`src/rtl/karatsuba_mul_arbiter.sv`:
```
// karatsuba_mul_arbiter: round-robin front end sharing one pipelined multiplier among
// NUM_REQ clients; an in-order tag FIFO routes each returned product to its owner.
module karatsuba_mul_arbiter #(
    parameter int WIDTH      = 16,
    parameter int NUM_REQ    = 4,
    parameter int ID_W       = $clog2(NUM_REQ),
    parameter int FIFO_DEPTH = 8
) (
    input  logic                        clk,
    input  logic                        reset,
    input  logic [NUM_REQ-1:0]          req_valid,
    input  logic [NUM_REQ*WIDTH-1:0]    req_a,
    input  logic [NUM_REQ*WIDTH-1:0]    req_b,
    output logic [NUM_REQ-1:0]          req_ready,
    output logic [WIDTH-1:0]            mul_a,
    output logic [WIDTH-1:0]            mul_b,
    output logic                        mul_operands_valid,
    input  logic [2*WIDTH-1:0]          mul_product,
    input  logic                        mul_product_valid,
    output logic                        rsp_valid,
    output logic [ID_W-1:0]             rsp_id,
    output logic [2*WIDTH-1:0]          rsp_product,
    output logic [$clog2(FIFO_DEPTH):0] inflight,
    output logic                        err_orphan
);
    localparam int AW = $clog2(FIFO_DEPTH);
    localparam int CW = AW + 1;

    logic [ID_W-1:0]  ptr;
    logic [ID_W-1:0]  tag_mem [FIFO_DEPTH];
    logic [AW-1:0]    wr_ptr;
    logic [AW-1:0]    rd_ptr;
    logic             grant_found;
    logic [ID_W-1:0]  grant_id;
    logic             can_issue;
    logic             fifo_empty;
    logic             accept;
    logic             pop;
    logic [WIDTH-1:0] sel_a;
    logic [WIDTH-1:0] sel_b;

    // Credit comes from the registered count, so a pop never frees a slot in its own cycle.
    assign can_issue  = (inflight < CW'(FIFO_DEPTH));
    assign fifo_empty = (inflight == '0);
    assign accept     = grant_found && can_issue;
    assign pop        = mul_product_valid && !fifo_empty;

    assign sel_a = req_a[int'(grant_id)*WIDTH +: WIDTH];
    assign sel_b = req_b[int'(grant_id)*WIDTH +: WIDTH];

    always_comb begin
        int idx;
        idx         = 0;
        grant_found = 1'b0;
        grant_id    = '0;
        req_ready   = '0;
        for (int k = 1; k <= NUM_REQ; k++) begin
            idx = (int'(ptr) + k) % NUM_REQ;
            if (!grant_found && req_valid[ID_W'(idx)]) begin
                grant_found = 1'b1;
                grant_id    = ID_W'(idx);
            end
        end
        if (accept) begin
            req_ready[grant_id] = 1'b1;
        end
    end

    always_ff @(posedge clk) begin
        if (accept) begin
            tag_mem[wr_ptr] <= grant_id;
        end
    end

    always_ff @(posedge clk or negedge reset) begin
        if (!reset) begin
            ptr                <= ID_W'(NUM_REQ - 1);
            wr_ptr             <= '0;
            rd_ptr             <= '0;
            inflight           <= '0;
            mul_a              <= '0;
            mul_b              <= '0;
            mul_operands_valid <= 1'b0;
            rsp_valid          <= 1'b0;
            rsp_id             <= '0;
            rsp_product        <= '0;
            err_orphan         <= 1'b0;
        end else begin
            // issue stage
            mul_operands_valid <= accept;
            if (accept) begin
                mul_a  <= sel_a;
                mul_b  <= sel_b;
                ptr    <= grant_id;
                wr_ptr <= wr_ptr + 1'b1;
            end
            // return stage
            rsp_valid <= pop;
            if (pop) begin
                rsp_id      <= tag_mem[rd_ptr];
                rsp_product <= mul_product;
                rd_ptr      <= rd_ptr + 1'b1;
            end
            if (mul_product_valid && fifo_empty) begin
                err_orphan <= 1'b1;
            end
            case ({accept, pop})
                2'b10:   inflight <= inflight + CW'(1);
                2'b01:   inflight <= inflight - CW'(1);
                default: inflight <= inflight;
            endcase
        end
    end
endmodule

```
`config.mk`:
```
export PLATFORM = sky130hd
export DESIGN_NAME = karatsuba_mul_arbiter
export DESIGN_NICKNAME = d
export VERILOG_FILES = /design/src/rtl/karatsuba_mul_arbiter.sv
export SDC_FILE = /design/constraint.sdc
export NUM_CORES = 1
export LEC_CHECK = 0
export CAP_MARGIN = 10
export CORE_MARGIN = 5
export CORE_UTILIZATION = 37
export CTS_BUF_LIST = sky130_fd_sc_hd__clkbuf_4 sky130_fd_sc_hd__clkbuf_8
export DETAILED_ROUTE_END_ITERATION = 8
export GPL_TIMING_DRIVEN = 0
export PLACE_DENSITY = 0.79
export SETUP_SLACK_MARGIN = 0.02
export SYNTH_ARGS = -nofsm -noshare
export SYNTH_HDL_FRONTEND = slang
export SYNTH_SLANG_ARGS = --single-unit
```
`constraint.sdc`:
```
create_clock -name clk -period 2.3 [get_ports clk]
set_input_delay 0.46 -clock clk [delete_from_list [all_inputs] [get_ports clk]]
set_output_delay 0.46 -clock clk [all_outputs]
set_load 0.03 [all_outputs]
```
# Word level (Yosys, flattened, before mapping)

Memories as Yosys holds them, arrays and structs flattened. A register that Yosys moved wholly into a read port is not among the register bits.
Index checks and enable logic that the tools add are counted.

Register bits after elaboration: 79
Latch bits: 0
Memory bits (writable): 16
Bits in read-only memories: 0
Input bits: 167
Word-level logic and storage cells: 70
Memories: 1

Add/subtract/negate cells: 8
$mul: 0
Div/mod/pow operators: 0
Magnitude comparators: 7
Eq/ne operators: 2
Shifts and indexed selects: 2
Mux-type cells: 26
Bitwise gates (word level): 0
Reductions and logical operators: 14

Memory list:

| memory  | words | width | read ports | clocked after Yosys merged registers in | write ports | line | RTL |
|---|---|---|---|---|---|---|---|
| tag_mem | 8     | 2     | 1          | 1                                       | 1           | 30   | `logic [ID_W-1:0] tag_mem [FIFO_DEPTH];` |

Operator list:

| kind                | count |
|---|---|
| $shiftx 64x7->16    | 2 |
| $lt 2x4->1 const B  | 4 |
| $mux 1              | 15 |
| $bmux 1 s2          | 4 |
| $mux 2              | 4 |
| $pmux 4 s2          | 1 |
| $logic_and 1x1->1   | 7 |
| $add 3x1->3 const B | 2 |
| $logic_not 1->1     | 5 |
| $add 2x1->2 const B | 2 |
| $add 2x2->2 const B | 2 |
| $add 4x1->4 const B | 1 |
| $logic_not 4->1     | 1 |
| $lt 4x4->1 const B  | 1 |
| $mux 4              | 1 |
| $sub 4x1->4 const B | 1 |
| $lt 2x3->1 const B  | 1 |
| $demux 1 s2         | 1 |
| $eq 2x1->1 const B  | 1 |
| $eq 2x2->1 const B  | 1 |
| $ge 2x1->1 const B  | 1 |
| $reduce_bool 2->1   | 1 |

# Logic depth before layout (Yosys ltp)

Depth after elaboration: 19
Mapped depth: 11
Gate-level depth less buffers: 10

# Least setup slack after synthesis

OpenSTA, ideal clock, no wires.

Path kind: reg2reg
Start: reg inflight[1]
End: reg inflight[2]
Library setup time: 0.140 ns
Data arrival time: 2.430 ns
Path slack: -0.270 ns
Stages on the path, launching flop included: 12
Buffers on the path: 1
Clock period less this slack: 2.570 ns
Cell sequence: dfrtp_1 > nor4_1 > nand2b_1 > inv_2 > clkbuf_1 > ha_1 > xor2_1 > ha_1 > a21oi_1 > xor2_1 > nor2_1 > xor2_1

Cells in the longest elaborated chain, start to end: 5
Elaborated cells on any way between the ends: 11

Ends and longest elaborated chain:

| item                                            | line | RTL |
|---|---|---|
| start: declaration                              | 23   | `output logic [$clog2(FIFO_DEPTH):0] inflight,` |
| start signal: assignment                        | 108  | `2'b10: inflight <= inflight + CW'(1);` |
| start signal: assignment                        | 109  | `2'b01: inflight <= inflight - CW'(1);` |
| start signal: assignment                        | 110  | `default: inflight <= inflight;` |
| $logic_not 4->1 *                               | 44   | `assign fifo_empty = (inflight == '0);` |
| $logic_not 1->1 *                               | 46   | `assign pop = mul_product_valid && !fifo_empty;` |
| $logic_and 1x1->1 *                             | 46   |  |
| via pop                                         | 38   | `logic pop;` |
| $eq 2x1->1 or $eq 2x2->1 (tied branches)        | 107  | `case ({accept, pop})` |
| $pmux 4 s2 or $reduce_bool 2->1 (tied branches) | n/a  |  |

Mark *: on every way through the listed nets, which the timed path passes. The rest lies on a longest branch.
A chain may end at the register's enable or synchronous reset.

# Final worst setup path

Start: reg ptr[1]
End: out req_ready[1]

Cells in the longest elaborated chain, start to end: 19
Elaborated cells on any way between the ends: 37

Ends and longest elaborated chain:

| item                                                           | line | RTL |
|---|---|---|
| start: declaration                                             | 29   | `logic [ID_W-1:0] ptr;` |
| start signal: assignment                                       | 77   | `ptr <= ID_W'(NUM_REQ - 1);` |
| start signal: assignment                                       | 94   | `ptr <= grant_id;` |
| $add 2x1->2                                                    | 58   | `idx = (int'(ptr) + k) % NUM_REQ;` |
| $bmux 1 s2                                                     | 59   | `if (!grant_found && req_valid[ID_W'(idx)]) begin` |
| $mux 1 (implied by the code) (2 in series)                     | 59   |  |
| $mux 1                                                         | 59   |  |
| $logic_not 1->1                                                | 59   |  |
| $logic_and 1x1->1                                              | 59   |  |
| $mux 1                                                         | 59   |  |
| $logic_not 1->1                                                | 59   |  |
| [3 not listed]                                                 | n/a  |  |
| $logic_and 1x1->1                                              | 59   |  |
| $mux 2 *                                                       | 59   |  |
| via grant_id[1]                                                | 34   | `logic [ID_W-1:0] grant_id;` |
| $lt 2x3->1 (implied by the code) or $ge 2x1->1 (tied branches) | 65   | `req_ready[grant_id] = 1'b1;` |
| $logic_and 1x1->1 (implied by the code)                        | 65   |  |
| $mux 1 (implied by the code)                                   | 65   |  |
| $demux 1 s2 *                                                  | 65   |  |
| $mux 4 *                                                       | 64   | `if (accept) begin` |
| end: declaration                                               | 14   | `output logic [NUM_REQ-1:0] req_ready,` |

Mark *: on every way through the listed nets, which the timed path passes. The rest lies on a longest branch. The select of a mux whose other input is x is not followed.

==> out/qor.csv <==
stage,metric,value,unit
clock_network,TritonCTS Buffers,9,
setup_path,r2r setup slk,0.09,ns
logic_synthesis,Syn Std Cell Area,4726,sq um
sta,Fmax,423.1,MHz
min_path,Hold Path Sink,rsp_product[2],
power_and_ir_drop,Max VDD drop,823.7,uV
placement,IO buf count,243,
clock_network,"Reg clk slew, reported paths",0.09,ns
logic_synthesis,Mapped Cells,430,
detailed_routing,DR vias,4372,
global_route,met3 Resource Use GR,0.08005,
logic_synthesis,ys async rst share,0.8351,
detailed_routing,number of routed nets with antenna violations,0,
setup_path,reg2reg start,inflight[3],
setup_path,CP Capture Type,output pin,
logic_synthesis,number of enable flip-flop cells after synthesis,16,
sta,worst slew pin tran,0.5493,ns
sta,Worst Skew,0.009950,ns
placement,pre-CTS setup slack,-1.199,ns
final_layout,design area,7913,sq um
clock_network,clk buf depth,2,
setup_path,Critical Path AT,1.90,ns
floorplanning,Die H,123.0,um
clock_network,root buffer cell,clkbuf_8,
global_route,met1 Use GR,0.2217,
clock_network,CTS tree,yes,
clock_network,Clock Sink Count,97,
logic_synthesis,post-synth top area share,0.4183,
global_route,M2 GR Usage,0.3662,
logic_synthesis,sequential area share after synthesis,0.5311,
global_route,first-pass GRT wire length,23850,um
setup_path,Worst path max stage delay,0.60,ns
power_and_ir_drop,Leak,0.003476,uW
sta,Final period util,1.028,
setup_path,slowest CP cell,dfstp_2,
placement,RePlAce Congestion,0.8538,
min_path,min-delay src,rsp_product[2],
min_path,worst hold path type,reg2reg,
sta,crit path time final,2.363,ns
logic_synthesis,cell taking the most area after synthesis,dfrtp_1,
global_route,GRT Total Usage,0.2041,
setup_path,critical path type,reg2out,
floorplanning,Die Area,15130,sq um
logic_synthesis,Synth Flop Type,dfrtp_1,
logic_synthesis,"Net Count, Synth",602,
sta,final hold vios,0,
global_route,GRT Max-Usage Layer,met2,
logic_synthesis,post-synth cell types,36,
setup_path,R2R cell count,6,
setup_path,Critical Path Source Type,flip-flop,
floorplanning,Core ar.,12570,sq um
sta,RSZ-0062 raised after global routing,yes,
setup_path,CP Max Fanout,6,
setup_path,reg-to-reg endpoint,tag_mem[2][0],
detailed_routing,routed wire length,15620,um
global_route,number of global-route vias before repair,4701,
clock_network,worst skew pair latency,0.36,ns
sta,Worst slew margin,0.6338,
detailed_routing,Starting DRT DRC Count,228,
floorplanning,Initial Utilization,0.3760,
detailed_routing,Avg WL per Cell,17.69,um
floorplanning,DIE WIDTH,123.0,um
floorplanning,Row Count,41,
job,Max Cap Viol,0,
global_route,Overflow after GRT,0,
logic_synthesis,synthesized flop and latch total,97,
global_route,initial antenna violation count,1,
clock_network,Max H-tree Level,3,
final_layout,layout cells sized above 1,0.1310,
final_layout,area grow syn2layout,67.43,%
logic_synthesis,syn_area_per_cell,10.99,sq um
detailed_routing,Initial DRT Pass Iterations,5,
power_and_ir_drop,Power Dens Cells,1205,nW/um^2
logic_synthesis,yosys warns,0,
logic_synthesis,main area contributors after synthesis,"dfrtp_1, mux2i_1, nand2_1",
detailed_routing,# DRC,0,
global_route,largest net degree at the start of global routing,69,
status,status,"complete, but fails checks",
sta,worst setup margin,-0.06350,ns
setup_path,ordered cell list for the critical path,a21oi_2 > a31oi_2 > a21oi_4 > nand2b_4 > buf_6 > nor2b_1 > buf_4,
placement,placed cell area,7446,sq um
min_path,Hold Path Depth,2,
status,failing checks,setup timing,
placement,HPWL Detailed,12140,um
floorplanning,IO Pins,244,
final_layout,Nets,877,
sta,Final Max Slew Viols,0,
sta,# setup viols final,4,
setup_path,Worst Path Required,1.84,ns
detailed_routing,DR vias/cell,4.951,
-- placed cells by master (no fill, tap or decap), drive strengths merged, types with 7 or more instances in the layout --
cell / count
edfxtp: 16
nand2: 144
dfrtp: 79
o221ai: 33
clkbuf: 22
clkdlybuf4s50: 234
mux2i: 67
nor2: 7
buf: 43
-- per-layer routing --
layer  up-vias  wire (um)  share of wire
met1      2101       5740           0.37
met5         -          0              0
li1       2056          -              -
met4         0        267          0.017
met3        16       1733           0.11
met2       199       7880           0.50
-- worst max-delay path by stage --
stage	start	end	slack (ns)	depth (start not counted)
floorplan	inflight[2]	inflight[2]	0.03	11
global placement	reset	inflight[1]	-2.37	1
detailed placement	req_valid[1]	req_ready[2]	-1.20	8
CTS	ptr[1]	req_ready[1]	-0.1	7
global route	ptr[1]	req_ready[1]	-0.15	7
finish	ptr[1]	req_ready[1]	-0.06	7
-- cells in the mapped netlist, types with 3 or more instances --
cell type,number
a21oi_1,4
buf_12,6
buf_2,6
clkbuf_1,12
dfrtp_1,79
edfxtp_1,16
ha_1,5
mux2i_1,67
mux4_2,4
nand2_1,144
nand2b_1,5
nor2_1,7
nor2b_1,3
nor3_1,3
o21ai_1,3
o221ai_1,32
xnor2_1,5
xor2_1,4
-- where the power goes --
part           switching (uW)  internal (uW)  total [uW]
Clock                     590            560        1150
Sequential                424           2440        2860
Combinational            2960           2560        5530
Total                    3980           5560        9540
-- worst max-delay path, delay by kind of cell (launching register included) --
family / cells / cell delay, ns
simple gates: 2 / 0.28
compound gates: 3 / 0.38
buf+inv: 2 / 0.29
flops: 1 / 0.60
-- cell type report --
type,count,area [sq um]
fillers,1026,4656
repair buffers,267,2630
flip-flops and latches,97,2515
multi-input cells,302,2100
plain buffers,25,230.2
well taps,172,215.2
clock buffers,12,152.6
clock inverters,4,51.30
inverters,3,16.27
diodes,1,2.502
-- cell families after synthesis --
logic type	count (synthesis)	synth area share
xor gates and xnor gates	9	0.01668
buffers and inverters	31	0.05083
DFF	97	0.5311
AOI/OAI and AO/OA	46	0.07916
and+or+nand+nor	170	0.1456
muxes	72	0.1634
adders and majority gates	5	0.01324
-- timing repair --
item	4_1_cts	5_1_grt
cloned	1	0
gates resized for setup	51	11
endpoints found under the setup margin	7	8
pin swaps	6	3
setup buffers	20	1
hold endpoints to repair	13	0
hold buffers	1	0
-- metrics by stage --
stage          hold WS, ns  setup TNS [ns]  power (uW)  instances  utilization
3_5_place_dp        0.3283          -17.74        8040        846       0.5924
5_1_grt             0.4875         -0.4920       10110        883       0.6296
3_3_place_gp        0.4574         -182.40        7911        845       0.5904
4_1_cts             0.4766         -0.2768        9560        881       0.6253
2_1_floorplan       0.1644               0        5997        430            -
6_report            0.4818         -0.1446        9537        883       0.6296
-- state kept, by name, indices dropped and copies added (netlist names) --
signal,cells
mul_operands_valid,1
mul_b,16
err_orphan,1
tag_mem,16
rsp_id,2
rsp_product,32
rd_ptr,3
rsp_valid,1
mul_a,16
wr_ptr,3
ptr,2
inflight,4
No activity file was read; power rests on OpenSTA's default activity.
